File: src/rtl/reg_file_mp_pkg.sv
// Shared constants and elaboration helpers for the multi-port register file.
package reg_file_mp_pkg;

    // MIPS register indices with a fixed role.
    localparam int REG_ZERO = 0;
    localparam int REG_V0   = 2;
    localparam int REG_A0   = 4;
    localparam int REG_SP   = 29;
    localparam int REG_RA   = 31;

    // Register id width for a given register count.
    function automatic int reg_file_addr_w(input int num_regs);
        return $clog2(num_regs);
    endfunction

    // Legal read-port counts are 1 to 4.
    function automatic bit reg_file_num_read_ok(input int num_read);
        return (num_read >= 1) && (num_read <= 4);
    endfunction

endpackage

File: src/rtl/reg_file_mp_if.sv
// Decode-stage bundle: read ports, writeback, link, scoreboard control and status.
interface reg_file_mp_if
    import reg_file_mp_pkg::*;
#(
    parameter int DATA_WIDTH = 32,
    parameter int NUM_REGS   = 32,
    parameter int NUM_READ   = 2
);
    localparam int ADDR_W = reg_file_addr_w(NUM_REGS);

    logic [NUM_READ*ADDR_W-1:0]     rd_id;
    logic [NUM_READ*DATA_WIDTH-1:0] rd_value;
    logic [NUM_READ-1:0]            rd_busy;
    logic                           wr_en;
    logic [ADDR_W-1:0]              wr_id;
    logic [DATA_WIDTH-1:0]          wr_value;
    logic                           link_en;
    logic [DATA_WIDTH-1:0]          link_value;
    logic                           busy_set;
    logic [ADDR_W-1:0]              busy_set_id;
    logic                           flush;
    logic [NUM_REGS-1:0]            busy_vector;
    logic [DATA_WIDTH-1:0]          syscall_funct;
    logic [DATA_WIDTH-1:0]          syscall_param1;

    // Decode / writeback side.
    modport master (
        output rd_id, wr_en, wr_id, wr_value, link_en, link_value,
               busy_set, busy_set_id, flush,
        input  rd_value, rd_busy, busy_vector, syscall_funct, syscall_param1
    );

    // Register file side.
    modport slave (
        input  rd_id, wr_en, wr_id, wr_value, link_en, link_value,
               busy_set, busy_set_id, flush,
        output rd_value, rd_busy, busy_vector, syscall_funct, syscall_param1
    );

endinterface

File: src/rtl/reg_file_mp_scoreboard.sv
// Pending-write busy bits: flush beats set, set beats commit-clear; register 0 never busy.
module reg_file_scoreboard #(
    parameter int NUM_REGS = 32,
    parameter int ADDR_W   = 5,
    parameter int LINK_REG = 31
) (
    input  logic                clock,
    input  logic                reset_n,
    input  logic                busy_set,
    input  logic [ADDR_W-1:0]   busy_set_id,
    input  logic                flush,
    input  logic                wr_en,
    input  logic [ADDR_W-1:0]   wr_id,
    input  logic                link_en,
    output logic [NUM_REGS-1:0] busy_vector
);

    logic [NUM_REGS-1:0] busy_q;
    logic [NUM_REGS-1:0] busy_next;

    // Next-state per register following flush > set > commit-clear > hold.
    always_comb begin
        // NOTE: default assignment first so no path leaves busy_next unassigned (no latch).
        busy_next = busy_q;
        for (int r = 1; r < NUM_REGS; r++) begin
            if (flush) begin
                busy_next[r] = 1'b0;
            end else if (busy_set && (busy_set_id == ADDR_W'(r))) begin
                busy_next[r] = 1'b1;
            end else if ((wr_en && (wr_id == ADDR_W'(r))) || (link_en && (r == LINK_REG))) begin
                busy_next[r] = 1'b0;
            end
        end
        busy_next[0] = 1'b0;
    end

    // Scoreboard state register.
    always_ff @(posedge clock or negedge reset_n) begin
        // NOTE: sequential state uses non-blocking assignments only.
        if (!reset_n) begin
            busy_q <= '0;
        end else begin
            busy_q <= busy_next;
        end
    end

    assign busy_vector = busy_q;

endmodule

File: src/rtl/reg_file_mp.sv
// Multi-port MIPS register file with link port, optional write bypass and RAW scoreboard.
module reg_file_mp
    import reg_file_mp_pkg::*;
#(
    parameter int DATA_WIDTH = 32,
    parameter int NUM_REGS   = 32,
    parameter int NUM_READ   = 2,
    parameter int LINK_REG   = REG_RA,
    parameter int BYPASS     = 1
) (
    input logic          clock,
    input logic          reset_n,
    reg_file_mp_if.slave bus
);

    localparam int ADDR_W = reg_file_addr_w(NUM_REGS);
    localparam logic [ADDR_W-1:0] ZERO_ID = ADDR_W'(REG_ZERO);
    localparam logic [ADDR_W-1:0] LINK_ID = ADDR_W'(LINK_REG);

    if (!reg_file_num_read_ok(NUM_READ)) begin : g_bad_num_read
        $error("reg_file_mp: NUM_READ must be 1 to 4");
    end

    logic [DATA_WIDTH-1:0] regs [NUM_REGS];
    logic [NUM_REGS-1:0]   busy_vec;

    // Register array: writeback then link, so link wins a collision on LINK_REG.
    always_ff @(posedge clock or negedge reset_n) begin
        if (!reset_n) begin
            // NOTE: the array is reset on purpose; software relies on all registers reading 0 after reset.
            for (int i = 0; i < NUM_REGS; i++) begin
                regs[i] <= '0;
            end
        end else begin
            if (bus.wr_en && (bus.wr_id != ZERO_ID)) begin
                regs[bus.wr_id] <= bus.wr_value;
            end
            if (bus.link_en) begin
                regs[LINK_ID] <= bus.link_value;
            end
        end
    end

    reg_file_scoreboard #(
        .NUM_REGS (NUM_REGS),
        .ADDR_W   (ADDR_W),
        .LINK_REG (LINK_REG)
    ) u_scoreboard (
        .clock       (clock),
        .reset_n     (reset_n),
        .busy_set    (bus.busy_set),
        .busy_set_id (bus.busy_set_id),
        .flush       (bus.flush),
        .wr_en       (bus.wr_en),
        .wr_id       (bus.wr_id),
        .link_en     (bus.link_en),
        .busy_vector (busy_vec)
    );

    for (genvar k = 0; k < NUM_READ; k++) begin : g_read
        logic [ADDR_W-1:0]     id;
        logic [DATA_WIDTH-1:0] value;
        logic                  fwd;

        assign id = bus.rd_id[k*ADDR_W +: ADDR_W];

        // Read mux: stored value, optionally replaced by this cycle's commit (link over wr).
        always_comb begin
            value = regs[id];
            fwd   = 1'b0;
            if (BYPASS != 0) begin
                if (bus.link_en && (id == LINK_ID)) begin
                    value = bus.link_value;
                    fwd   = 1'b1;
                end else if (bus.wr_en && (id == bus.wr_id)) begin
                    value = bus.wr_value;
                    fwd   = 1'b1;
                end
            end
            if (id == ZERO_ID) begin
                value = '0;
                fwd   = 1'b0;
            end
        end

        assign bus.rd_value[k*DATA_WIDTH +: DATA_WIDTH] = value;
        // A forwarded commit satisfies the hazard unless a new producer is issued to the same id.
        assign bus.rd_busy[k] = busy_vec[id] &&
                                !(fwd && !(bus.busy_set && (bus.busy_set_id == id)));
    end

    assign bus.busy_vector    = busy_vec;
    assign bus.syscall_funct  = regs[REG_V0];
    assign bus.syscall_param1 = regs[REG_A0];

endmodule

File: src/flat_wrapper.sv
// flat-port wrapper written by rule: the top's interface ports become plain ports
module reg_file_mp_flat import reg_file_mp_pkg::*;
#(
    parameter int DATA_WIDTH = 32,
    parameter int NUM_REGS   = 32,
    parameter int NUM_READ   = 2,
    parameter int LINK_REG   = REG_RA,
    parameter int BYPASS     = 1
)
  (clock, reset_n, bus_rd_id, bus_wr_en, bus_wr_id, bus_wr_value, bus_link_en, bus_link_value, bus_busy_set, bus_busy_set_id, bus_flush, bus_rd_value, bus_rd_busy, bus_busy_vector, bus_syscall_funct, bus_syscall_param1);
  reg_file_mp_if #(.DATA_WIDTH(DATA_WIDTH), .NUM_REGS(NUM_REGS), .NUM_READ(NUM_READ)) bus_i ();
  input logic clock;
  input logic reset_n;
  input wire logic [$bits(bus_i.rd_id)-1:0] bus_rd_id;
  input wire logic [$bits(bus_i.wr_en)-1:0] bus_wr_en;
  input wire logic [$bits(bus_i.wr_id)-1:0] bus_wr_id;
  input wire logic [$bits(bus_i.wr_value)-1:0] bus_wr_value;
  input wire logic [$bits(bus_i.link_en)-1:0] bus_link_en;
  input wire logic [$bits(bus_i.link_value)-1:0] bus_link_value;
  input wire logic [$bits(bus_i.busy_set)-1:0] bus_busy_set;
  input wire logic [$bits(bus_i.busy_set_id)-1:0] bus_busy_set_id;
  input wire logic [$bits(bus_i.flush)-1:0] bus_flush;
  output wire logic [$bits(bus_i.rd_value)-1:0] bus_rd_value;
  output wire logic [$bits(bus_i.rd_busy)-1:0] bus_rd_busy;
  output wire logic [$bits(bus_i.busy_vector)-1:0] bus_busy_vector;
  output wire logic [$bits(bus_i.syscall_funct)-1:0] bus_syscall_funct;
  output wire logic [$bits(bus_i.syscall_param1)-1:0] bus_syscall_param1;
  assign bus_i.rd_id = bus_rd_id;
  assign bus_i.wr_en = bus_wr_en;
  assign bus_i.wr_id = bus_wr_id;
  assign bus_i.wr_value = bus_wr_value;
  assign bus_i.link_en = bus_link_en;
  assign bus_i.link_value = bus_link_value;
  assign bus_i.busy_set = bus_busy_set;
  assign bus_i.busy_set_id = bus_busy_set_id;
  assign bus_i.flush = bus_flush;
  assign bus_rd_value = bus_i.rd_value;
  assign bus_rd_busy = bus_i.rd_busy;
  assign bus_busy_vector = bus_i.busy_vector;
  assign bus_syscall_funct = bus_i.syscall_funct;
  assign bus_syscall_param1 = bus_i.syscall_param1;
  reg_file_mp #(.DATA_WIDTH(DATA_WIDTH), .NUM_REGS(NUM_REGS), .NUM_READ(NUM_READ), .LINK_REG(LINK_REG), .BYPASS(BYPASS)) u_core (.clock(clock), .reset_n(reset_n), .bus(bus_i));
endmodule
File: config.mk
export PLATFORM = sky130hd
export DESIGN_NAME = reg_file_mp_flat
export DESIGN_NICKNAME = d
export VERILOG_FILES = /design/src/rtl/reg_file_mp_pkg.sv /design/src/rtl/reg_file_mp_if.sv /design/src/rtl/reg_file_mp_scoreboard.sv /design/src/rtl/reg_file_mp.sv /design/src/flat_wrapper.sv
export SDC_FILE = /design/constraint.sdc
export NUM_CORES = 2
export LEC_CHECK = 0
export ABC_AREA = 1
export BUFFER_PORTS_ARGS = -buffer_cell sky130_fd_sc_hd__buf_2
export CORE_UTILIZATION = 44
export CTS_BUF_LIST = sky130_fd_sc_hd__clkbuf_4 sky130_fd_sc_hd__clkbuf_8 sky130_fd_sc_hd__clkbuf_16
export CTS_CLUSTER_DIAMETER = 150
export DETAILED_ROUTE_END_ITERATION = 8
export SYNTH_ARGS = -nofsm -noshare
export SYNTH_HDL_FRONTEND = slang
export SYNTH_SLANG_ARGS = --single-unit
File: constraint.sdc
create_clock -name clock -period 2.79 [get_ports clock]
set_clock_uncertainty 0.05 [all_clocks]
set_input_delay 0.558 -clock clock [delete_from_list [all_inputs] [get_ports clock]]
set_output_delay 0.558 -clock clock [all_outputs]
set_load 0.02 [all_outputs]
### Word-level counts from Yosys, hierarchy flattened

Cells that the tools add are included.

| storage, ports and cells | value |
|---|---|
| word-level logic and storage cells | 374 |
| output and inout bits | 162 |
| flip-flop bits (word level) | 1,055 |
| bits of input ports | 90 |
| RAM bits | 0 |
| memory bits (read-only) | 0 |
| memories kept | 0 |
| latch bits | 0 |

| operators by class | value |
|---|---|
| $lt $le $gt $ge | 6 |
| multiplexer cells | 120 |
| add/subtract/negate cells | 0 |
| div/mod/pow operators | 0 |
| multiply operators | 0 |
| bitwise logic cells | 3 |
| equal/unequal tests | 68 |
| shift operators | 0 |
| reductions and logical operators | 114 |

Operators by type and width:

| operator | count |
|---|---|
| $bwmux W1024 | 1 |
| $mux W32 | 13 |
| $bmux W32 S5 | 2 |
| $eq A5 B5 Y1 const B | 34 |
| $demux W32 S5 | 1 |
| $mux W1 | 101 |
| $reduce_bool A3 Y1 | 31 |
| $eq A5 B4 Y1 const B | 16 |
| $logic_and A1 B1 Y1 | 74 |
| $eq A5 B3 Y1 const B | 8 |
| $eq A5 B2 Y1 const B | 4 |
| $eq A5 B5 Y1 | 4 |
| $ge A6 B6 Y1 const B | 3 |
| $not A5 Y6 | 3 |
| $lt A5 B6 Y1 const B | 2 |
| $bmux W1 S5 | 2 |
| $eq A5 B1 Y1 const B | 2 |
| $logic_not A5 Y1 | 2 |
| $lt A6 B1 Y1 const B | 1 |
| $reduce_bool A5 Y1 | 1 |
| $logic_not A1 Y1 | 4 |
| $reduce_bool A2 Y1 | 1 |
| $logic_or A1 B1 Y1 | 1 |

### Depth between registers and ports, before layout

| logic depth | value |
|---|---|
| word-level depth | 8 |
| depth in mapped cells | 13 |
| gate-level depth less buffers | 10 |

### Hierarchy

A second synthesis with hierarchy kept.

| unflattened totals | value |
|---|---|
| cell total of the unflattened synthesis | 9,550 |
| area total of the unflattened synthesis | 63,400.8 µm² |

By module, submodules not included:

| module | cells each | times used | seq. area each (µm²) | area an instance (µm²) |
|---|---|---|---|---|
| reg_file_mp | 9,333 | 1 | 25,624.6 | 61,736.7 |
| reg_file_scoreboard | 217 | 1 | 775.7 | 1,664.1 |

### Least setup slack after synthesis

No wires, ideal clock.

| timing path | value |
|---|---|
| kind | input to output |
| start | in bus_rd_id[6] |
| end | out bus_rd_value[62] |
| slack | 0.226 ns |
| arrival | 1.956 ns |
| stages | 9 |
| required time | 2.182 ns |
| cells stage by stage | buf_2 -> buf_2 -> clkbuf_1 -> o211ai_1 -> nand3_1 -> nand2_1 -> nand3_1 -> nand3_1 -> a21oi_1 |

| on the way | value |
|---|---|
| cells in the longest elaborated chain, start to end | 7 |

RTL lines:

| item | line | source |
|---|---|---|
| start: declaration | flat_wrapper.sv:14 | `input wire logic [$bits(bus_i.rd_id)-1:0] bus_rd_id;` |
| $not A5 Y6 (not written as such) | reg_file_mp.sv:69 | `value = regs[id];` |
| $bmux W32 S5 | reg_file_mp.sv:69 |  |
| $mux W32 (not written as such) (2 in series) | reg_file_mp.sv:69 |  |
| $mux W32 | reg_file_mp.sv:75 | `end else if (bus.wr_en && (id == bus.wr_id)) begin` |
| $mux W32 | reg_file_mp.sv:72 | `if (bus.link_en && (id == LINK_ID)) begin` |
| $mux W32 (*) | reg_file_mp.sv:80 | `if (id == ZERO_ID) begin` |
| end: declaration | flat_wrapper.sv:23 | `output wire logic [$bits(bus_i.rd_value)-1:0] bus_rd_value;` |

Mark *: on every way between the ends. The rest lies on a longest branch, timed or not. The select of a mux whose other input is x is not followed.

### Final worst setup path

| timing path | value |
|---|---|
| start | in bus_rd_id[0] |
| end | out bus_rd_value[0] |

Same word-level chain as after synthesis.

==> impl_metrics.toml <==
[worst_setup_path]
path_cells = "buf_16 > buf_16 > buf_12 > buf_4 > a21oi_1 > o21ai_0 > nand3_1 > nand3_1 > nand2_4 > nand3_2 > a21oi_2 > buf_6"
reg2reg_to = "u_core.bus.syscall_funct[24]$_DFFE_PN0P_"
cp_data_required_time_ns = 2.18
cp-end-kind = "primary output"
crit_arrival_ns = 2.40
cp_num_buf_inv = 5
rr_worst_depth = 4
r2r-start = "u_core.bus.syscall_funct[24]$_DFFE_PN0P_"
path_class = "in -> out"
rrSetupSlack_ns = 1.75
slowest_delay_ns = 0.20
cp_top_family = "buffers and inverters"
crit_slowest_cell = "nand2_4"
crit_path_start_kind = "input port"
worstPathMaxFanout = 26

[clock_tree]
path_clk_slew_ns = 0.06
clk_latency_ns = 0.78
cts_max_level = 3
cts_tree = "done"
numCtsBuffers = 120
cts_root_buf = "clkbuf_16"
clock_sinks = 1055
cts_buffer_depth = 3

[hold_path]
min_to = "u_core.regs[1]$_DFFE_PN0P_"
hold_path.class = "in -> reg"
hold_depth = 3
min-delay-start = "bus_link_value[1]"

[synth]
ys_ff_latch = 1055
yosysSeqAreaShare_pct = 42.3
synthArstFlopShare_pct = 100
synth.most_common_cell = "nand2_1"
synth_common_cells = "nand2_1, o21ai_0, dfrtp_1"
synth-edff-count = 0
syn_inst = 9056
syn_avg_cell_area_sq_um = 6.89
ys_warn_count = 0
synth_top_area_share_pct = 42.3
syn_area_sq_um = 62400
syn-num-nets = 9146
synth_cell_types = 34
synthFlopType = "dfrtp_1"
synth.area.top_cells = "dfrtp_1, nand2_1, o21ai_0, nand3_1, inv_1"
synth_area_leader_cell = "dfrtp_1"

[routing]
drt-initial-drc-count = 9425
num_vias = 68309
wl_met2_mm = 124
highest_layer = "met5"
wl_mm = 303
wl_met1_mm = 116
ant_nets = 0
drc = 0
drtPass1Iterations = 7
route.met3.wl_mm = 42.1
wl_per_cell_um = 26.6
avgViaCountPerCell = 5.99

[timing]
rsz0062_at_grt = "true"
period_minus_slack_ns = 3.01
worst_slew_pin_slew_ns = 0.757
relSlewSlack_pct = 49.5
hold_violations = 0
worst_slack_ns = -0.220
setup_viol = 66
max_freq_ghz = 0.332
finalCritPeriodShare_pct = 108
slew_viol_final = 0

[place]
gp_congestion = 0.966
dp_slack_ns = -0.594
io_buffer_count = 250
postPlaceCellArea_sq_um = 68700
hpwlAfterDp_mm = 188

[layout]
drive_gt1_share_pct = 23.1
multi_input_area_sq_um = 32900
fin_nets = 9506
synthToLayoutAreaGrowth_pct = 31.0
seqCellArea_sq_um = 26400
fin_area_sq_um = 81700
final_util_pct = 58.4
fill_cells = 12857

[die]
io_pins = 252
rows = 137
dieArea_sq_um = 143000
start_util_pct = 44.5
die_w_um = 379
die_h_um = 379
design.core.area_sq_um = 140000

[global_routing]
track_usage_pct = 40.5
grt_pass1_wl_mm = 426
antenna_found_initial = 13
grt_max_degree = 99
grt_pass1_vias = 62050
grt_overflow = 0

[pwr]
vdd_ir_drop_max_mv = 0.525
leakage_nw = 39.2
power.total_mw = 50.2
p_per_area_nw_per_um2 = 615

[status]
violations = "setup timing"
outcome = "complete, but fails checks"

[job]
cap_violations = 0
-- per-stage QoR --
stage	hold slack, ns	TNS (ns)	instances
6_report	0.0166	-6.81	11398
5_1_grt	0.0327	-8.84	11395
4_1_cts	0.000750	-4.75	11275
3_5_place_dp	0.318	-23.41	10903
3_3_place_gp	0.315	-22.45	10903
2_1_floorplan	0.212	0	9056
-- how the worst max path moves through the flow --
stage                                                   from               end  depth (start not counted)
finish                                          bus_rd_id[0]   bus_rd_value[0]                         12
global route        u_core.bus.syscall_funct[31]$_DFFE_PN0P_  bus_rd_value[63]                          9
global placement                                bus_rd_id[5]  bus_rd_value[52]                         11
floorplan                                       bus_rd_id[6]  bus_rd_value[62]                          9
CTS                             u_core.regs[632]$_DFFE_PN0P_  bus_rd_value[24]                         12
detailed placement                              bus_rd_id[5]  bus_rd_value[52]                         11
-- metal layers --
layer / global-route usage (%) / vias to the layer above
met1: 54.2 / 32664
met5: 0 / -
met3: 11.7 / 915
li1: - / 30203
met4: 23.7 / 10
met2: 57.9 / 4517
-- cells by family (layout without fill, tap and decap cells) --
| logic type | Yosys count | in the layout | synth area share, % |
|---|---|---|---|
| XOR/XNOR | 2 | 2 | 0.0281 |
| other | 1 | 6 | 0.00601 |
| AO/OA/AOI/OAI | 2189 | 2189 | 19.2 |
| flip-flops | 1055 | 1055 | 42.3 |
| buffers and inverters | 1633 | 2094 | 11.1 |
| AND/OR/NAND/NOR | 4176 | 4176 | 27.4 |
-- state kept, by name, indices dropped and copies added, names as in the netlist --
register / count
u_core.bus.syscall_param1: 32
u_core.bus.syscall_funct: 32
u_core.u_scoreboard.busy_vector: 31
u_core.regs: 960
-- cell type report --
| class | instances | area share [%] |
|---|---|---|
| tap | 1876 | 2.87 |
| timing repair buffer | 1128 | 15.9 |
| multi-input combinational | 6368 | 40.3 |
| clock buffer | 180 | 4.46 |
| sequential | 1055 | 32.3 |
| antenna | 5 | 0.0153 |
| inverter | 743 | 3.51 |
| clock inverter | 43 | 0.574 |
-- what timing repair did --
item,in CTS,in global routing
hold buffers,8,0
pin swaps,244,313
endpoints found under the setup margin,66,66
cloned,43,39
setup buffers,116,93
gates resized for setup,900,542
hold endpoints to repair,12,0
-- worst reg2reg max path, cell delays in order (launching register included) --
cell and delay (ns):
dfrtp_1 0.40, buf_6 0.12, buf_4 0.17, nand2_1 0.08, o21ai_0 0.08
-- cell usage in the layout, fill, tap and decap left out, types with 19 or more instances in the layout --
master,count
a21oi_1,285
a21oi_2,110
buf_12,161
buf_16,60
buf_2,170
buf_4,524
buf_6,122
buf_8,28
clkbuf_16,159
clkbuf_4,32
clkbuf_8,28
clkinv_2,29
dfrtp_1,1033
dfrtp_2,22
inv_1,683
inv_2,46
nand2_1,2602
nand2_2,105
nand2_4,51
nand3_1,591
nand3_2,232
nand3_4,73
nor2_1,353
nor2_2,47
nor2_4,23
o211ai_1,326
o21ai_0,1241
o21ai_1,135
o21ai_2,21
o221ai_1,19
or2_2,47
or2_4,33
-- power breakdown --
part | internal, mW | leakage (nW) | switching, mW | total [mW]
Clock | 9.73 | 2.09 | 7.05 | 16.8
Combinational | 5.22 | 23.4 | 8.44 | 13.7
Sequential | 17.9 | 13.7 | 1.84 | 19.8
Note: power is estimated with default switching activity, not from simulation.
